[src/rtl/alu_result_accumulator.sv]
// Saturating signed accumulator for the ALU result stream: sums a latched
// number of results and presents the total on a valid/ready output port.
module alu_result_accumulator #(
  parameter int IN_W  = 5,
  parameter int ACC_W = 8,
  parameter int CNT_W = 4
) (
  input  logic             clk,
  input  logic             reset,
  input  logic             start,
  input  logic [CNT_W-1:0] len,
  input  logic             in_valid,
  input  logic [IN_W-1:0]  in_data,
  output logic             in_ready,
  output logic             sum_valid,
  output logic [ACC_W-1:0] sum_data,
  input  logic             sum_ready,
  output logic             sat,
  output logic             busy
);

  typedef enum logic [1:0] {
    IDLE,
    ACCUM,
    DONE
  } state_t;

  localparam logic [ACC_W-1:0] ACC_MAX = {1'b0, {(ACC_W-1){1'b1}}};
  localparam logic [ACC_W-1:0] ACC_MIN = {1'b1, {(ACC_W-1){1'b0}}};

  state_t           state;
  logic [ACC_W-1:0] acc;
  logic [CNT_W-1:0] cnt;
  logic [CNT_W-1:0] len_q;
  logic [ACC_W:0]   sum_ext;
  logic [ACC_W-1:0] acc_next;
  logic             ovf;
  logic             beat;
  logic             last_beat;

  // One guard bit: overflow shows up as disagreement between the top two bits.
  always_comb begin
    sum_ext  = {acc[ACC_W-1], acc} + {{(ACC_W+1-IN_W){in_data[IN_W-1]}}, in_data};
    ovf      = sum_ext[ACC_W] ^ sum_ext[ACC_W-1];
    acc_next = ovf ? (sum_ext[ACC_W] ? ACC_MIN : ACC_MAX) : sum_ext[ACC_W-1:0];
  end

  assign beat      = in_valid & in_ready;
  assign last_beat = (cnt == CNT_W'(len_q - 1'b1));
  assign sum_data  = acc;

  always_ff @(posedge clk or negedge reset) begin
    if (!reset) begin
      state     <= IDLE;
      acc       <= '0;
      cnt       <= '0;
      len_q     <= '0;
      sat       <= 1'b0;
      in_ready  <= 1'b0;
      sum_valid <= 1'b0;
      busy      <= 1'b0;
    end else begin
      case (state)
        IDLE: begin
          if (start) begin
            len_q <= len;
            acc   <= '0;
            cnt   <= '0;
            sat   <= 1'b0;
            busy  <= 1'b1;
            if (len == '0) begin
              state     <= DONE;
              sum_valid <= 1'b1;
            end else begin
              state    <= ACCUM;
              in_ready <= 1'b1;
            end
          end
        end
        ACCUM: begin
          if (beat) begin
            acc <= acc_next;
            cnt <= cnt + 1'b1;
            if (ovf) sat <= 1'b1;
            if (last_beat) begin
              state     <= DONE;
              in_ready  <= 1'b0;
              sum_valid <= 1'b1;
            end
          end
        end
        DONE: begin
          if (sum_ready) begin
            state     <= IDLE;
            sum_valid <= 1'b0;
            busy      <= 1'b0;
          end
        end
        default: begin
          state     <= IDLE;
          in_ready  <= 1'b0;
          sum_valid <= 1'b0;
          busy      <= 1'b0;
        end
      endcase
    end
  end

endmodule
[config.mk]
export PLATFORM = sky130hd
export DESIGN_NAME = alu_result_accumulator
export DESIGN_NICKNAME = d
export VERILOG_FILES = /design/src/rtl/alu_result_accumulator.sv
export SDC_FILE = /design/constraint.sdc
export NUM_CORES = 1
export LEC_CHECK = 0
export CAP_MARGIN = 20
export CORE_MARGIN = 4
export CORE_UTILIZATION = 38
export DETAILED_ROUTE_END_ITERATION = 12
export MAX_ROUTING_LAYER = met4
export PLACE_DENSITY = 0.72
export SETUP_SLACK_MARGIN = 0.1
export SKIP_LAST_GASP = 1
export SYNTH_ARGS = -nofsm -noshare
export SYNTH_HDL_FRONTEND = slang
export SYNTH_SLANG_ARGS = --single-unit
[constraint.sdc]
create_clock -name clk -period 5.1 [get_ports clk]
set_input_delay 1.53 -clock clk [delete_from_list [all_inputs] [get_ports clk]]
set_output_delay 1.53 -clock clk [all_outputs]
set_load 0.05 [all_outputs]
==> results of run 1 <==
layer usage:
metal | vias up | global-route usage | part of all wire
met5 | - | - | 0
met2 | 30 | 0.2479 | 0.52
met1 | 589 | 0.1604 | 0.42
li1 | 577 | - | -
met4 | 0 | 0.03905 | 0.016
met3 | 7 | 0.02899 | 0.047
path summary, 6_finish.rpt:
path / cells past startpoint / slack, ns / endpoint
max in group asynchronous: 2 / 3.15 / cnt[1]
min: 1 / 0.49 / sum_valid
max: 7 / 1.69 / sum_data[2]
max reg2reg: 6 / 2.97 / sum_data[2]
min in group asynchronous: 1 / 1.55 / len_q[0]
min reg2reg: 1 / 0.49 / sum_valid
area by class of cell:
type                    count  area (um^2)  area share
multi-input cells         114        838.3      0.4646
flip-flops and latches     22        550.5      0.3051
well taps                  48        60.06     0.03329
inverters                   6        22.52     0.01248
clock buffers               4        55.05     0.03051
repair buffers             26        277.8      0.1540
logic make-up after synthesis:
group	after synthesis	synth area share
simple gates	48	0.1722
compound gates	40	0.2148
flops	22	0.3826
fa+ha+maj	11	0.1009
xor+xnor	13	0.07913
mux	2	0.01565
buf+inv	10	0.03478
stage by stage:
| step | worst slack [ns] | hold slack [ns] |
|---|---|---|
| after global routing | 1.529 | 0.5154 |
| after detailed placement | 1.395 | 0.4751 |
| after floorplan | 2.097 | 0.5007 |
| final | 1.692 | 0.4858 |
| after CTS | 1.702 | 0.4934 |
| after global placement | 1.513 | 0.4616 |
power by group through the flow:
stage | clock network (mW) | logic, mW | registers, mW
after detailed placement | 0 | 0.781 | 0.339
after floorplan | 0 | 0.446 | 0.472
after CTS | 0.128 | 0.782 | 0.339
after global placement | 0 | 0.755 | 0.336
final | 0.124 | 0.779 | 0.338
after global routing | 0.137 | 0.851 | 0.352
layout by cell type (no fill, tap or decap), types with 2 or more instances in the layout:
cell type        netlist  layout
clkdlybuf4s50_1        0      25
dfrtp_1               22      22
nand2_1               20      20
ha_1                  10      10
o21ai_0                9       9
xnor2_1                8       8
inv_1                  6       6
nor2_1                 6       6
xor2_1                 5       5
a21o_1                 5       5
nand3_1                5       5
a21oi_1                5       5
o311ai_1               5       5
nor3_1                 4       4
clkbuf_8               1       4
a211oi_2               3       3
o21bai_1               2       2
a21o_2                 2       2
and2b_2                2       2
nor2b_1                2       2
nand2b_1               2       2
mux2_2                 2       2
nand4_1                2       2
o211ai_1               2       2
critical path: stages:
cell and delay [ns]:
clkdlybuf4s50_1 0.48, ha_1 0.41, a211oi_2 0.24, o21bai_1 0.13, or3_4 0.37, a21oi_4 0.24, o311ai_1 0.13
flip-flops by register name (all words and copies together), names as in the netlist:
register and count:
sat 1, len_q 4, state 2, sum_data 8, busy 1, sum_valid 1
cnt 4, in_ready 1
==> summary.txt, run 1 <==
Placement
  • HPWL Detailed: 2.439 mm
  • Placed inst area: 0.001722 mm^2
  • Placed insts: 215
  • Number of port buffers: 25
  • Gp weighted congestion: 0.8358

Detailed routing
  • Detail Route Antenna Nets: 0
  • Vias post-DR: 1203
  • Post-DR wirelength/cell: 14.27 um
  • DR pass1 iterations: 4
  • WL final: 3.140 mm
  • Iter 0 DRT Violations: 27
  • DRC: 0
  • Vias per cell: 5.468

Worst setup path
  • Worst Path Arrival: 3.54 ns
  • Launching point of the worst reg2reg path: sum_data[2]
  • WP data required: 5.23 ns
  • Kind of critical path: in2reg
  • CP max FO: 7
  • CP endpoint kind: flip-flop
  • Critical path startpoint: in_data[4]
  • Worst setup SP type: input port

CTS
  • Clock slew at reported path FFs: 0.07 ns
  • CTS tree: yes
  • Postcts setup bufs: 0
  • CTS root buf: clkbuf_8
  • H-tree depth: 1
  • CTS Hold Bufs: 0
  • Clock tree buffer depth: 2
  • Total CTS buffers: 3
  • Clk_lat worst skew: 0.26 ns
  • CTS Sinks: 22
  • Cts repair resizes: 0

Global route
  • Initial antenna violation count: 0
  • Global Route Usage Sum: 0.1404
  • Vias in the first global route: 1246
  • First-pass GRT wire length: 5.506 mm
  • Pin count of the biggest net entering global routing: 23
  • GR Overflow Total: 0

Timing
  • # setup viols final: 0
  • Min Tclk post-route: 3.408 ns
  • Max Fclk: 293.4 MHz
  • RSZ-0062 raised after global routing: false
  • Clk_skew: 0.003296 ns
  • Final hold vios: 0
  • Crit share post-route: 0.6682
  • Setup TNS: 0 ns
  • Worst Max-Slew Pin Slew: 0.5880 ns
  • Headroom to the max-slew limit: 0.6072
  • Fin. max-slew vios: 0

Floorplanning
  • Core Box Area: 0.003661 mm^2
  • Initial core utilization: 0.3930
  • Die span in x: 69.54 um
  • Die footprint: 0.004835 mm^2
  • Die height: 69.54 um
  • IO Pins: 26
  • Row count: 22

Power
  • Pwr dens: 688.1 mW/mm^2
  • Sequential power share: 0.273
  • Logic pwr share: 0.628
  • Maximum vdd drop: 423.3 uV
  • Overall power: 1.241 mW
  • P_sw: 0.5929 mW
  • Leak: 0.7746 nW
  • Clk pwr share: 0.100
  • Net Sw Frac: 0.4776
  • Design internal power: 0.6486 mW

Layout
  • Synthesis-to-layout area growth: 25.39%
  • Filler cells: 345
  • Final Non-Filler Cells: 220
  • Final Instance Area: 0.001804 mm^2
  • Nets: 198
  • Fin util: 0.4928
  • ANT cells: 0
  • Ratio of cells with drive above 1 in the final layout: 0.1163

Yosys
  • Post-synth EDFFs: 0
  • Post-synth top flop: dfrtp_1
  • Netlist cell types: 38
  • Seq cells post-synth: 22
  • Synth warn: 0
  • Syn Area/Cell: 9.855 um^2
  • Seq/Total Area, Yosys: 0.3826
  • Post-synth net total: 171
  • Post-Syn Area: 0.001439 mm^2
  • Share of the synthesized area in the top cell type: 0.3826
  • Syn Inst Count: 146
  • Most numerous cell types in the synthesized netlist: dfrtp_1 (22), nand2_1 (20), ha_1 (10)
  • Area contributors post-synth: dfrtp_1 (38%), ha_1 (8.7%), nand2_1 (5.2%)
  • Yosys top cell by area: dfrtp_1
  • Most instantiated library cell after synthesis: dfrtp_1
  • Ys async rst share: 1.000

Worst hold path
  • Worst hold path type: reg2reg
  • Hold path start: sum_valid

Flow run
  • Max Cap Viol: 0

Run status
  • Status: complete, no violations
(Power assumes the default switching activity.)
==> inputs of run 2 (changes only) <==
==> constraint.sdc (replaced) <==
create_clock -name clk -period 3.2 [get_ports clk]
set_input_delay 0.96 -clock clk [delete_from_list [all_inputs] [get_ports clk]]
set_output_delay 0.96 -clock clk [all_outputs]
set_load 0.05 [all_outputs]
==> summary.txt, run 2 (synthesized netlist as in run 1, its figures left out) <==
Worst setup path
  • Worst setup SP type: input port
  • WP data required: 3.35 ns (-1.88 ns)
  • Crit-path cells: clkdlybuf4s50_1 -> ha_1 -> a211oi_2 -> o21bai_1 -> o21ai_1 -> a21oi_4 -> o311ai_1
  • Critical path buffer and inverter count: 1 (unchanged)
  • Worst Path Arrival: 3.03 ns (-0.51 ns)
  • CP endpoint kind: flip-flop
  • Top delay family on crit path: compound AO/OA/AOI/OAI gates
  • CP max FO: 7 (unchanged)
  • Max incr delay on CP: 0.49 ns (about the same)
  • Critical-path top delay cell: clkdlybuf4s50_1
  • Kind of critical path: in2reg

Layout
  • Fin util: 0.4856 (-0.007177)
  • Filler cells: 345 (unchanged)
  • ANT cells: 0 (unchanged)
  • Ratio of cells with drive above 1 in the final layout: 0.1163 (unchanged)
  • Register Area: 550.5 um^2 (unchanged)
  • Area of the multi-input gates: 838.3 um^2 (unchanged)
  • Most frequent cells in the layout: clkdlybuf4s50_1 (25), dfrtp_1 (22), nand2_1 (20), ha_1 (10), o21ai_0 (9)
  • Largest register FFs: 8 (unchanged)
  • Most common cell after layout, fill and taps aside: clkdlybuf4s50_1
  • Nets: 199 (+0.51%)
  • Synthesis-to-layout area growth: 23.57%

Timing
  • Crit share post-route: 0.8977
  • Min Tclk post-route: 2.873 ns
  • Headroom to the max-slew limit: 0.6607 (+0.05347)
  • Fin. max-slew vios: 0 (unchanged)
  • Setup TNS: 0 ns (unchanged)
  • Max Fclk: 348.1 MHz
  • Min Hold Slack: 0.4784 ns (-0.007465 ns)
  • Worst Max-Slew Pin Slew: 0.5074 ns (-0.08059 ns)
  • Clk_skew: 0.0007462 ns (-0.002550 ns)
  • # setup viols final: 0 (unchanged)
  • RSZ-0062 raised after global routing: false
  • Final hold vios: 0 (unchanged)

Floorplanning
  • Initial core utilization: 0.3930 (unchanged)
  • IO Pins: 26 (unchanged)
  • Row count: 22 (unchanged)
  • Die span in x: 69.54 um (unchanged)
  • Die footprint: 0.004835 mm^2 (unchanged)
  • Core Box Area: 0.003661 mm^2 (unchanged)
  • Die height: 69.54 um (unchanged)

CTS
  • Total CTS buffers: 3 (unchanged)
  • Clk_lat worst skew: 0.26 ns (about the same)
  • Clock tree buffer depth: 2 (unchanged)
  • CTS Hold Bufs: 0 (unchanged)
  • Postcts setup bufs: 0 (unchanged)
  • CTS root buf: clkbuf_8
  • H-tree depth: 1 (unchanged)
  • CTS Sinks: 22 (unchanged)
  • Clock slew at reported path FFs: 0.07 ns (about the same)
  • Cts repair resizes: 0 (unchanged)
  • CTS tree: yes

Power
  • Overall power: 1.947 mW (+57%)
  • Sequential power share: 0.277 (+0.004)
  • Net Sw Frac: 0.4826 (+0.005007)
  • Pwr dens: 1095 mW/mm^2 (+59%)
  • Leak: 0.7649 nW (-1.2%)
  • P_sw: 0.9397 mW (+58%)
  • Maximum vdd drop: 665.1 uV (+57%)
  • Logic pwr share: 0.637 (+0.009)
  • Design internal power: 1.008 mW (+55%)
  • Clk pwr share: 0.086 (-0.014)

Placement
  • Number of port buffers: 25 (unchanged)
  • HPWL Detailed: 2.402 mm (-1.5%)
  • Gp weighted congestion: 0.8332 (-0.31%)

Detailed routing
  • Iter 0 DRT Violations: 57 (+110%)
  • WL final: 3.096 mm (-1.4%)
  • DR pass1 iterations: 4 (unchanged)
  • Vias per cell: 5.423 (-0.83%)
  • Detail Route Antenna Nets: 0 (unchanged)
  • Post-DR wirelength/cell: 14.07 um (-1.4%)
  • Vias post-DR: 1193 (-0.83%)
  • DRC: 0 (unchanged)

Global route
  • Pin count of the biggest net entering global routing: 23 (unchanged)
  • Met1 Usage GRT: 0.1649 (+0.004505)
  • GR Overflow Total: 0 (unchanged)
  • Global Route Usage Sum: 0.1398 (-0.0006240)
  • GRT met3 Usage: 0.02609 (-0.002899)
  • First-pass GRT wire length: 5.492 mm (-0.25%)
  • GRT Max-Usage Layer: met2
  • Met2 usage: 0.2426 (-0.005297)
  • Initial antenna violation count: 0 (unchanged)
  • Vias in the first global route: 1248 (+0.16%)

Worst hold path
  • Worst hold path type: reg2reg

Flow run
  • Max Cap Viol: 0 (unchanged)

Run status
  • Status: complete, no violations
==> run 2: changes by cell type in the layout (fill, tap and decap cells not counted) <==
cell / change
buf_16: -1
clkbuf_8: -1
buf_4: +2
==> run 2: per-stage QoR <==
stage / area (um^2) / setup slack, ns / instances
floorplan: 1439 / 0.7671 / 146
global placement: 1737 / 0.1840 / 217
detailed placement: 1737 / 0.05874 / 217
CTS: 1778 / 0.3624 / 220
global route: 1778 / 0.2187 / 220
finish: 1778 / 0.3274 / 220
==> run 2: final timing paths <==
check | endpoint | slack, ns | cells after the start | start
setup / recovery | sum_data[2] | 0.33 | 7 | in_data[4]
hold / removal | sum_valid | 0.48 | 1 | sum_valid
setup reg to reg | sum_data[2] | 1.10 | 6 | sum_data[2]
hold reg to reg | sum_valid | 0.48 | 1 | sum_valid
max in group asynchronous | sum_data[0] | 1.93 | 2 | reset
min in group asynchronous | state[0] | 1.05 | 2 | reset
==> run 2: final cells by class <==
class                   instances  share of cell area
clock buffers                   3             0.02322
inverters                       6             0.01267
multi-input cells             114              0.4715
flip-flops and latches         22              0.3096
well taps                      48             0.03378
repair buffers                 27              0.1492
==> run 2: routing by layer <==
metal / routed length (um) / up-vias
li1: - / 578
met1: 1376 / 590
met2: 1575 / 23
met3: 119 / 2
met4: 24 / 0
met5: 0 / -
==> run 2: power groups by stage <==
| stage | Clock (mW) | Combinational (mW) | Sequential, mW |
|---|---|---|---|
| global placement | 0 | 1.21 | 0.536 |
| CTS | 0.176 | 1.25 | 0.541 |
| detailed placement | 0 | 1.25 | 0.541 |
| floorplan | 0 | 0.711 | 0.752 |
| global route | 0.189 | 1.35 | 0.564 |
| finish | 0.167 | 1.24 | 0.540 |
==> inputs of run 3 (changes only) <==
--- a/config.mk
+++ b/config.mk
@@ -11,7 +11,6 @@
 export DETAILED_ROUTE_END_ITERATION = 12
 export MAX_ROUTING_LAYER = met4
 export PLACE_DENSITY = 0.72
-export SETUP_SLACK_MARGIN = 0.1
 export SKIP_LAST_GASP = 1
 export SYNTH_ARGS = -nofsm -noshare
 export SYNTH_HDL_FRONTEND = slang
==> results of run 3 <==
Final layout, timing and power as in run 2 (identical DEF).
